--- config.mk ---
export PLATFORM = sky130hd
export DESIGN_NAME = stepper_ctrl
export DESIGN_NICKNAME = d
export VERILOG_FILES = /design/src/rtl/stepper_pkg.sv /design/src/rtl/step_tick.sv /design/src/rtl/stepper_ctrl.sv
export SDC_FILE = /design/constraint.sdc
export NUM_CORES = 1
export LEC_CHECK = 0
export CAP_MARGIN = 20
export CELL_PAD_IN_SITES_DETAIL_PLACEMENT = 1
export CELL_PAD_IN_SITES_GLOBAL_PLACEMENT = 2
export CORE_MARGIN = 2
export CORE_UTILIZATION = 37
export DETAILED_ROUTE_END_ITERATION = 16
export GPL_ROUTABILITY_DRIVEN = 0
export PLACE_DENSITY = 0.85
export SETUP_SLACK_MARGIN = 0.2
export SYNTH_ARGS = -nofsm -noshare
export SYNTH_HDL_FRONTEND = slang
export SYNTH_HIERARCHICAL = 1
export SYNTH_SLANG_ARGS = --single-unit
export TNS_END_PERCENT = 20
--- constraint.sdc ---
create_clock -name clk -period 8.3 [get_ports clk]
set_input_delay 1.245 -clock clk [delete_from_list [all_inputs] [get_ports clk]]
set_output_delay 1.245 -clock clk [all_outputs]
set_load 0.02 [all_outputs]
--- src/rtl/stepper_pkg.sv ---
// Shared encodings for the stepper controller: FSM states, drive modes and the
// half-step coil table indexed by the 3-bit phase.
package stepper_pkg;

  typedef enum logic [1:0] {
    ST_IDLE  = 2'd0,
    ST_RUN   = 2'd1,
    ST_PAUSE = 2'd2
  } state_t;

  typedef enum logic [1:0] {
    MODE_WAVE     = 2'b00,
    MODE_FULL     = 2'b01,
    MODE_HALF     = 2'b10,
    MODE_FULL_ALT = 2'b11
  } mode_t;

  // Element [0] is phase 0 (rightmost in the concatenation).
  localparam logic [7:0][3:0] COIL_TABLE = {
    4'b1001, 4'b0001, 4'b0011, 4'b0010,
    4'b0110, 4'b0100, 4'b1100, 4'b1000
  };

  function automatic logic [3:0] coil_lut(input logic [2:0] phase);
    return COIL_TABLE[phase];
  endfunction

endpackage

--- src/rtl/step_tick.sv ---
// Timing-tick prescaler: one tick every TICK_DIV enabled clk cycles,
// restartable with clr and frozen while en is low.
module step_tick #(
  parameter int TICK_DIV = 50000
) (
  input  logic clk,
  input  logic rst_n,
  input  logic clr,
  input  logic en,
  output logic tick
);

  localparam int CW = (TICK_DIV > 1) ? $clog2(TICK_DIV) : 1;
  localparam logic [CW-1:0] LAST = CW'(TICK_DIV - 1);

  logic [CW-1:0] cnt;

  always_ff @(posedge clk or negedge rst_n) begin
    if (!rst_n) begin
      cnt <= '0;
    end else if (clr) begin
      cnt <= '0;
    end else if (en) begin
      cnt <= (cnt == LAST) ? '0 : cnt + CW'(1);
    end
  end

  assign tick = en && !clr && (cnt == LAST);

endmodule

--- src/rtl/stepper_ctrl.sv ---
// Stepper motor controller: accepts move commands, ramps the step interval at
// both ends of the move and sequences the coil pattern in wave/full/half mode.
module stepper_ctrl
  import stepper_pkg::*;
#(
  parameter int TICK_DIV   = 50000,
  parameter int PERIOD_W   = 12,
  parameter int POS_W      = 17,
  parameter int RAMP_STEPS = 8,
  parameter int HOLD_EN    = 1
) (
  input  logic                clk,
  input  logic                rst_n,
  input  logic                cmd_valid,
  output logic                cmd_ready,
  input  logic                cmd_dir,
  input  logic [POS_W-1:0]    cmd_steps,
  input  logic [1:0]          mode_i,
  input  logic [PERIOD_W-1:0] period_i,
  input  logic                pause_i,
  input  logic                abort_i,
  output logic [3:0]          coil_o,
  output logic                busy_o,
  output logic                done_o,
  output logic [POS_W-1:0]    position_o,
  output logic [1:0]          state_o
);

  localparam int RW   = $clog2(RAMP_STEPS + 1) + 1;
  localparam int IV_W = PERIOD_W + RW;

  state_t              state;
  mode_t               mode_r;
  logic                dir_r;
  logic [PERIOD_W-1:0] period_r;
  logic [POS_W-1:0]    steps_rem;
  logic [POS_W-1:0]    steps_taken;
  logic [POS_W-1:0]    position;
  logic [2:0]          phase;
  logic [3:0]          coil_r;
  logic                done_r;
  logic [IV_W-1:0]     tick_cnt;

  logic                accept;
  logic                tick_en;
  logic                tick;
  logic [POS_W-1:0]    rem_m1;
  logic [POS_W-1:0]    ramp_sub;
  logic [IV_W-1:0]     interval;
  logic [IV_W-1:0]     tick_nxt;
  logic                step_due;
  logic                mismatch;
  logic [2:0]          delta;
  logic [2:0]          phase_nxt;

  assign accept  = cmd_valid && (state == ST_IDLE);
  assign tick_en = (state == ST_RUN) && !pause_i && !abort_i;

  step_tick #(.TICK_DIV(TICK_DIV)) u_tick (
    .clk   (clk),
    .rst_n (rst_n),
    .clr   (accept),
    .en    (tick_en),
    .tick  (tick)
  );

  // Interval shrinks by one tick per step taken and grows again approaching the end.
  always_comb begin
    rem_m1   = steps_rem - POS_W'(1);
    ramp_sub = POS_W'(RAMP_STEPS);
    if (steps_taken < ramp_sub) ramp_sub = steps_taken;
    if (rem_m1 < ramp_sub)      ramp_sub = rem_m1;
    interval = IV_W'(period_r) + IV_W'(RAMP_STEPS) - IV_W'(ramp_sub);
    tick_nxt = tick_cnt + IV_W'(1);
    step_due = tick && (tick_nxt >= interval);
  end

  // Wave sits on even phases, full on odd; a parity mismatch realigns with a single half step.
  always_comb begin
    mismatch  = ((mode_r == MODE_WAVE) && phase[0]) ||
                (((mode_r == MODE_FULL) || (mode_r == MODE_FULL_ALT)) && !phase[0]);
    delta     = ((mode_r == MODE_HALF) || mismatch) ? 3'd1 : 3'd2;
    phase_nxt = dir_r ? phase + delta : phase - delta;
  end

  always_ff @(posedge clk or negedge rst_n) begin
    if (!rst_n) begin
      state       <= ST_IDLE;
      mode_r      <= MODE_WAVE;
      dir_r       <= 1'b0;
      period_r    <= '0;
      steps_rem   <= '0;
      steps_taken <= '0;
      position    <= '0;
      phase       <= '0;
      coil_r      <= '0;
      done_r      <= 1'b0;
      tick_cnt    <= '0;
    end else begin
      done_r <= 1'b0;
      case (state)
        ST_IDLE: begin
          if (cmd_valid) begin
            dir_r       <= cmd_dir;
            mode_r      <= mode_t'(mode_i);
            period_r    <= (period_i == '0) ? PERIOD_W'(1) : period_i;
            steps_rem   <= cmd_steps;
            steps_taken <= '0;
            tick_cnt    <= '0;
            if (cmd_steps == '0) done_r <= 1'b1;
            else                 state  <= ST_RUN;
          end
        end
        ST_RUN: begin
          if (abort_i) begin
            state  <= ST_IDLE;
            done_r <= 1'b1;
            if (HOLD_EN == 0) coil_r <= 4'b0000;
          end else if (pause_i) begin
            state <= ST_PAUSE;
          end else if (step_due) begin
            tick_cnt    <= '0;
            phase       <= phase_nxt;
            position    <= dir_r ? position + POS_W'(1) : position - POS_W'(1);
            steps_rem   <= rem_m1;
            steps_taken <= steps_taken + POS_W'(1);
            if (steps_rem == POS_W'(1)) begin
              state  <= ST_IDLE;
              done_r <= 1'b1;
              coil_r <= (HOLD_EN != 0) ? coil_lut(phase_nxt) : 4'b0000;
            end else begin
              coil_r <= coil_lut(phase_nxt);
            end
          end else if (tick) begin
            tick_cnt <= tick_nxt;
          end
        end
        ST_PAUSE: begin
          if (abort_i) begin
            state  <= ST_IDLE;
            done_r <= 1'b1;
            if (HOLD_EN == 0) coil_r <= 4'b0000;
          end else if (!pause_i) begin
            state <= ST_RUN;
          end
        end
        default: state <= ST_IDLE;
      endcase
    end
  end

  assign cmd_ready  = (state == ST_IDLE);
  assign busy_o     = (state != ST_IDLE);
  assign done_o     = done_r;
  assign coil_o     = coil_r;
  assign position_o = position;
  assign state_o    = state;

endmodule

* Yosys cells after proc, flatten, opt, wreduce, memory -nomap -nowiden
Memories as Yosys holds them, arrays and structs flattened. A register that Yosys moved wholly into a read port is not among the register bits.
Index checks and enable logic that the tools add are counted.
W data, S select, Z words.
** Word-level totals
- Flip-flop bits (word level) :: 105
- Memory bits (read-only) :: 32
- Input bits :: 37
- Output and inout bits :: 26
- Memories kept :: 1
** Memory list
- (name not given) :: words 8, width 4, read ports 1, clocked after Yosys merged registers in 1, wr ports 0, line stepper_pkg.sv:25 : return COIL_TABLE[phase];
** Cells by class
- $add $sub $neg :: 10
- Magnitude comparators :: 3
- Equal/unequal tests :: 16
- Mux-type cells :: 41
- Bitwise operators :: 2
- Reductions and logical operators :: 28
** Operators by type and width (number)
- $mux W17 :: 15
- $pmux W17 S2 :: 3
- $add A17 B1 Y17 const B :: 3
- $mux W16 :: 3
- $sub A17 B1 Y17 const B :: 2
- $mux W2 :: 9
- $eq A17 B1 Y1 const B :: 1
- $ge A17 B17 Y1 :: 1
- $logic_not A17 Y1 :: 1
- $lt A17 B17 Y1 :: 1
- $lt A17 B4 Y1 const B :: 1
- $sub A13 B17 Y17 :: 1
- $add A16 B1 Y16 const B :: 1
- $eq A16 B16 Y1 const B :: 1
- $reduce_and A5 Y1 :: 3
- $add A12 B4 Y13 const B :: 1
- $logic_not A12 Y1 :: 1
- $mux W12 :: 1
- $ne A2 B2 Y1 const B :: 5
- $logic_and A1 B1 Y1 :: 8
- $mux W1 :: 7
- $eq A2 B2 Y1 const B :: 3
- $ne A3 B3 Y1 const B :: 2
- $pmux W2 S3 :: 1
- other kinds (14) :: 25

* Depth between registers and ports, before layout
Gate-level depths: netlist of run 1.
- Depth after elaboration :: 11
- Gate-level depth with buffers :: 38
- Gate-level depth less buffers :: 35

* Cells and area by module
The synthesis of run 1 kept the hierarchy.
** By module, submodules not included
- stepper_ctrl :: times used 1, cells an instance 813, area each 6998.0 um2, seq. area each 2327.2 um2
- step_tick :: times used 1, cells an instance 103, area each 977.2 um2, seq. area each 400.4 um2

* Least setup slack after synthesis of run 1
Ideal clock, no wire load.
- Path type :: register to register
- From :: register steps_rem[0]
- To :: register position[15], in the netlist position_o[15]
- Setup time :: 0.095 ns
- Arrival :: 7.207 ns
- Required time :: 8.205 ns
- Setup slack :: 0.998 ns
- Cell stages (with the launch flop) :: 34
- Buffers on the path :: 4
- Period minus slack after synthesis :: 7.302 ns
- Cell sequence :: dfrtp_1 -> inv_1 -> ha_1 -> nor4b_1 -> nand2_1 -> or3_1 -> xnor2_1 -> ha_1 -> a211oi_1 -> o21ai_0 -> a221o_1 -> o41ai_4 -> buf_2 -> nand2_1 -> ha_1 -> ha_1 -> o21ai_0 -> inv_1 -> a2111oi_0 -> inv_1 -> a211oi_1 -> o211ai_1 -> o21ai_0 -> ha_1 -> a21o_1 -> a21oi_1 -> o221ai_1 -> nor2b_1 -> a21oi_1 -> buf_6 -> buf_2 -> buf_2 -> nand2_1 -> o31ai_1
** On the way
- Longest elaborated chain between the ends :: 7
** RTL lines
- from (decl) :: line stepper_ctrl.sv:36 : logic [POS_W-1:0] steps_rem;
- from (signal assigned) :: line stepper_ctrl.sv:107 : steps_rem <= cmd_steps;
- from (signal assigned) :: line stepper_ctrl.sv:125 : steps_rem <= rem_m1;
- $sub A17 B1 Y17 * :: line stepper_ctrl.sv:69 : rem_m1 = steps_rem - POS_W'(1);
- $lt A17 B17 Y1 :: line stepper_ctrl.sv:72 : if (rem_m1 < ramp_sub) ramp_sub = rem_m1;
- $mux W17 * :: line stepper_ctrl.sv:72
- $sub A13 B17 Y17 * :: line stepper_ctrl.sv:73 : interval = IV_W'(period_r) + IV_W'(RAMP_STEPS) - IV_W'(ramp_sub);
- $ge A17 B17 Y1 * :: line stepper_ctrl.sv:75 : step_due = tick && (tick_nxt >= interval);
- $logic_and A1 B1 Y1 * :: line stepper_ctrl.sv:75
- $reduce_and A4 Y1 (no source line) *
- to (signal assigned) :: line stepper_ctrl.sv:124 : position <= dir_r ? position + POS_W'(1) : position - POS_W'(1);
- to (decl) :: line stepper_ctrl.sv:38 : logic [POS_W-1:0] position;
Mark *: on every way between the ends. The rest lies on a longest branch, timed or not.
A chain may end at the register's enable or synchronous reset.

* Worst setup path after layout of run 1
- From :: register steps_rem[0]
- To :: register position[10], in the netlist position_o[10]
Same word-level chain as after synthesis.

==> results by group, run 1 <==
Route
  – TritonRoute pass-1 iters: 4
  – Final ANT Viol Nets: 0
  – WL/cell: 17.4 um
  – Total number of vias: approximately 7000
  – Vias/cell: 5.48
  – # DRC: 0
  – Final WL: between 20 and 25 mm
  – DRT iter0 DRCs: 306

Synth
  – Mapped Cells: 916
  – Fraction of the mapped netlist area in simple logic gates: 0.225
  – Multiplexer share of the synthesized area: 0.00910
  – Unique masters post-synth: 73
  – Ys Warns: 6
  – Largest family of logic cells by synthesized area: simple AND/OR/NAND/NOR gates
  – Ys flop type: dfrtp_1
  – XOR/XNOR Fraction of Synth Area: 0.0582
  – Post-Syn Area per Cell: between 8 and 9 um2
  – Sequential fraction of the synthesis area: 0.342
  – Adder-cell share of the synthesized area: 0.128
  – Flops & latches, synth: 109
  – EDFF count, synth: 0
  – Async set-reset flop share out of synthesis: 1.00
  – Post-synthesis compound-gate area fraction: 0.196
  – Mapped Area: about 8000 um2

Critical path
  – Worst setup SP type: register
  – Worst path arrival time: 7780 ps
  – CP bufs+invs: 4
  – Reg2reg path depth: 32
  – Critical setup path kind: register to register
  – Critical path's largest stage delay: 430 ps
  – Crit path from: steps_rem[0]
  – Critical R2R Capture: position_o[10]
  – CP Capture Type: register
  – CP delay by family, top: compound AO/OA/AOI/OAI gates
  – RR Startpoint: steps_rem[0]
  – Required @ worst endpoint: 8560 ps
  – R2R setup slack: 780 ps
  – Most frequent CP cell: ha_1
  – Crit path max fanout: 22
  – Worst setup endpoint: position_o[10]
  – Levels on crit path: 32
  – Worst path slowest cell: dfrtp_1

Global routing
  – Initial antenna violation count: 1
  – First-pass GRT wire length: 36.1 mm
  – Vias in the first global route: 7159
  – Largest net degree at the start of global routing: between 60 and 70
  – GRT Overall Usage: 0.199
  – Total grt overflow: 0

Timing
  – Slew Limit Fails: 0
  – Fin crit share: 0.906
  – Fin. Hold Viols: 0
  – Fmax: approximately 0.13 GHz
  – Max-Slew Margin vs Limit: 0.415
  – Setup WS post-layout: 782 ps
  – Worst slew pin tran: 878 ps
  – RSZ-0062 raised after global routing: false
  – Minimum clock period: 7520 ps
  – Clock Skew: between 10 and 15 ps
  – Final setup violation count: 0

Clock network
  – Clock sink count: roughly 110
  – Clock buffer depth: 2
  – H-tree levels: 3
  – Clock Tree Root: clkbuf_16
  – Clock Latency Late Sink: approximately 370 ps
  – CTS tree: yes
  – Total CTS buffers: 9
  – Clock slew at reported path FFs: 80 ps

Final layout
  – Fin nets: 1109
  – Non-filler cells, final: 1272
  – Area Overhead vs Synth: 17.8%
  – Ant diodes: 0
  – Fillcell total: ~2500
  – Fraction of layout cells with a size suffix above 1: 0.0752

Placement
  – Hpwl dp: 16.2 mm
  – Placed insts: roughly 1300
  – Port Buf Inserts: slightly above 60
  – DP Worst Slack: -10.6 ps

Power
  – VDD IR max: 0.115 mV
  – Leak: 4.26 nW
  – PwrDens: roughly 250 nW/um2

Worst hold path
  – Worst Hold Class: register to register

Floorplan
  – Die Width: ~150 um
  – Die area: 22700 um2
  – Core Footprint: 21100 um2
  – Initial Util: 0.378
  – Rows: 53
  – I/O pins: 63
  – Chip Height: 151 um

Status
  – Status: completed

Run
  – Max-Cap Viols: 0
==> worst min-delay path, stage by stage, from the launching register on <==
cell and delay, ps:
dfrtp_1 350, nand2_1 50, nand2_1 40
==> where the power goes <==
group | switching, W | internal [W]
logic | 0.000699 | 0.000526
registers | 0.0000699 | 0.000578
clock network | 0.000231 | 0.000239
==> cell families (layout without fill, tap and decap cells) <==
family | after synthesis | in the layout
AO/OA/AOI/OAI | 238 | 239
XOR/XNOR | 53 | 53
adder cells (fa/ha/maj) | 80 | 80
buffers and inverters | 71 | 139
flip-flops | 109 | 109
multiplexers | 7 | 7
other | 1 | 13
AND/OR/NAND/NOR | 357 | 357
==> area by class of cell <==
cell class                      count  area, um2  share of cell area
Clock buffer                        9        225              0.0240
Clock inverter                      7       78.8             0.00839
Inverter                           38        143              0.0152
Multi-Input combinational cell    749       5070               0.540
Sequential cell                   109       2730               0.290
Tap cell                          275        344              0.0366
Timing Repair Buffer               85        803              0.0855
==> worst min-delay path by stage <==
stage / start / end / slack (ps) / cells after the start
2_1_floorplan: phase[1] / phase[1] / 450 / 2
3_3_place_gp: coil_o[2] / coil_o[2] / 460 / 2
3_5_place_dp: coil_o[2] / coil_o[2] / 460 / 2
4_1_cts: coil_o[2] / coil_o[2] / 480 / 2
5_1_grt: coil_o[2] / coil_o[2] / 500 / 2
6_report: coil_o[2] / coil_o[2] / 470 / 2
==> cells in the mapped netlist (2+ instances only) <==
| cell type | instances | share of area |
|---|---|---|
| and4_1 | 7 | 0.0077 |
| nand4_1 | 15 | 0.012 |
| a22o_1 | 13 | 0.014 |
| nor4_1 | 10 | 0.0078 |
| inv_1 | 38 | 0.018 |
| o21bai_1 | 3 | 0.0028 |
| o41ai_1 | 4 | 0.0044 |
| or2_2 | 3 | 0.0024 |
| buf_6 | 6 | 0.0085 |
| o21ai_0 | 63 | 0.040 |
| xor2_1 | 20 | 0.022 |
| fa_1 | 3 | 0.0075 |
| a21o_1 | 15 | 0.014 |
| buf_2 | 9 | 0.0056 |
| ha_1 | 77 | 0.12 |
| o31ai_1 | 15 | 0.014 |
| dfrtp_1 | 109 | 0.34 |
| a221o_1 | 2 | 0.0025 |
| o221ai_1 | 2 | 0.0022 |
| a311oi_1 | 2 | 0.0022 |
| a211oi_1 | 14 | 0.013 |
| mux2i_1 | 5 | 0.0063 |
| clkbuf_1 | 16 | 0.0075 |
| a31oi_1 | 13 | 0.010 |
| o311ai_0 | 3 | 0.0033 |
| nor2b_1 | 4 | 0.0031 |
| o211ai_1 | 8 | 0.0075 |
| mux2_2 | 2 | 0.0028 |
| a41oi_1 | 3 | 0.0033 |
| xnor2_1 | 33 | 0.036 |
| nor3b_1 | 3 | 0.0028 |
| o22ai_1 | 2 | 0.0016 |
| nand3_1 | 29 | 0.018 |
| nor3_1 | 23 | 0.014 |
| nand2b_1 | 18 | 0.014 |
| or3_1 | 9 | 0.0071 |
| a21oi_1 | 59 | 0.037 |
| and3_1 | 12 | 0.0094 |
| nand2_1 | 150 | 0.071 |
| or4_1 | 12 | 0.011 |
| o21a_1 | 4 | 0.0038 |
| nor2_1 | 47 | 0.022 |
==> through the flow <==
step | util | power [W] | hold slack (ps) | TNS (ps) | cell area, um2
after floorplan | - | 0.00150 | 450 | 0 | 8020
after global placement | 0.426 | 0.00182 | 459 | 0 | 8980
after detailed placement | 0.426 | 0.00185 | 458 | -10.6 | 8980
after CTS | 0.441 | 0.00234 | 476 | 0 | 9300
after global routing | 0.445 | 0.00256 | 498 | 0 | 9390
final | 0.445 | 0.00234 | 469 | 0 | 9390
==> routing by layer <==
| layer | vias up | routed length, um | global-route usage |
|---|---|---|---|
| met5 | - | 16 | 0 |
| met4 | 2 | 145 | 0.0332 |
| met3 | 11 | 448 | 0.0355 |
| met2 | 61 | 10900 | 0.346 |
| met1 | 3420 | 10500 | 0.264 |
| li1 | 3476 | - | - |
==> cells in the final DEF (no fill, tap or decap), types with 23 or more instances in the layout <==
master,n
nand2_1,150
a21oi_1,58
buf_4,23
dfrtp_1,109
o21ai_0,63
ha_1,77
xnor2_1,32
inv_1,38
nor2_1,47
clkdlybuf4s50_1,61
nand3_1,29
==> state kept, by name, indices dropped and copies added (netlist names) <==
register,flops
phase,3
dir_r,1
u_tick/cnt,16
tick_cnt,17
state_o,2
done_o,1
steps_rem,17
period_r,12
coil_o,4
steps_taken,17
position_o,17
mode_r,2
==> timing repair <==
item / 4_1_cts / 5_1_grt
hold buffers: 0 / 0
buffers inserted: 2 / 1
endpoints found under the setup margin: 41 / 77
pin swaps: 1 / 2
resized for setup: 0 / 16
cloned: 0 / 1
Note: power is estimated with default switching activity, not from simulation.
==> run 2: changes to the inputs <==
--- a/config.mk
+++ b/config.mk
@@ -5,7 +5,7 @@
 export SDC_FILE = /design/constraint.sdc
 export NUM_CORES = 1
 export LEC_CHECK = 0
-export CAP_MARGIN = 20
+export CAP_MARGIN = 10
 export CELL_PAD_IN_SITES_DETAIL_PLACEMENT = 1
 export CELL_PAD_IN_SITES_GLOBAL_PLACEMENT = 2
 export CORE_MARGIN = 2
==> results of run 2 <==
The final DEF is identical to that of run 1; final timing and power are the same.
==> run 3: changes to the inputs <==
--- a/config.mk
+++ b/config.mk
@@ -5,7 +5,6 @@
 export SDC_FILE = /design/constraint.sdc
 export NUM_CORES = 1
 export LEC_CHECK = 0
-export CAP_MARGIN = 10
 export CELL_PAD_IN_SITES_DETAIL_PLACEMENT = 1
 export CELL_PAD_IN_SITES_GLOBAL_PLACEMENT = 2
 export CORE_MARGIN = 2
==> results of run 3 <==
The final DEF is identical to that of run 1; final timing and power are the same.
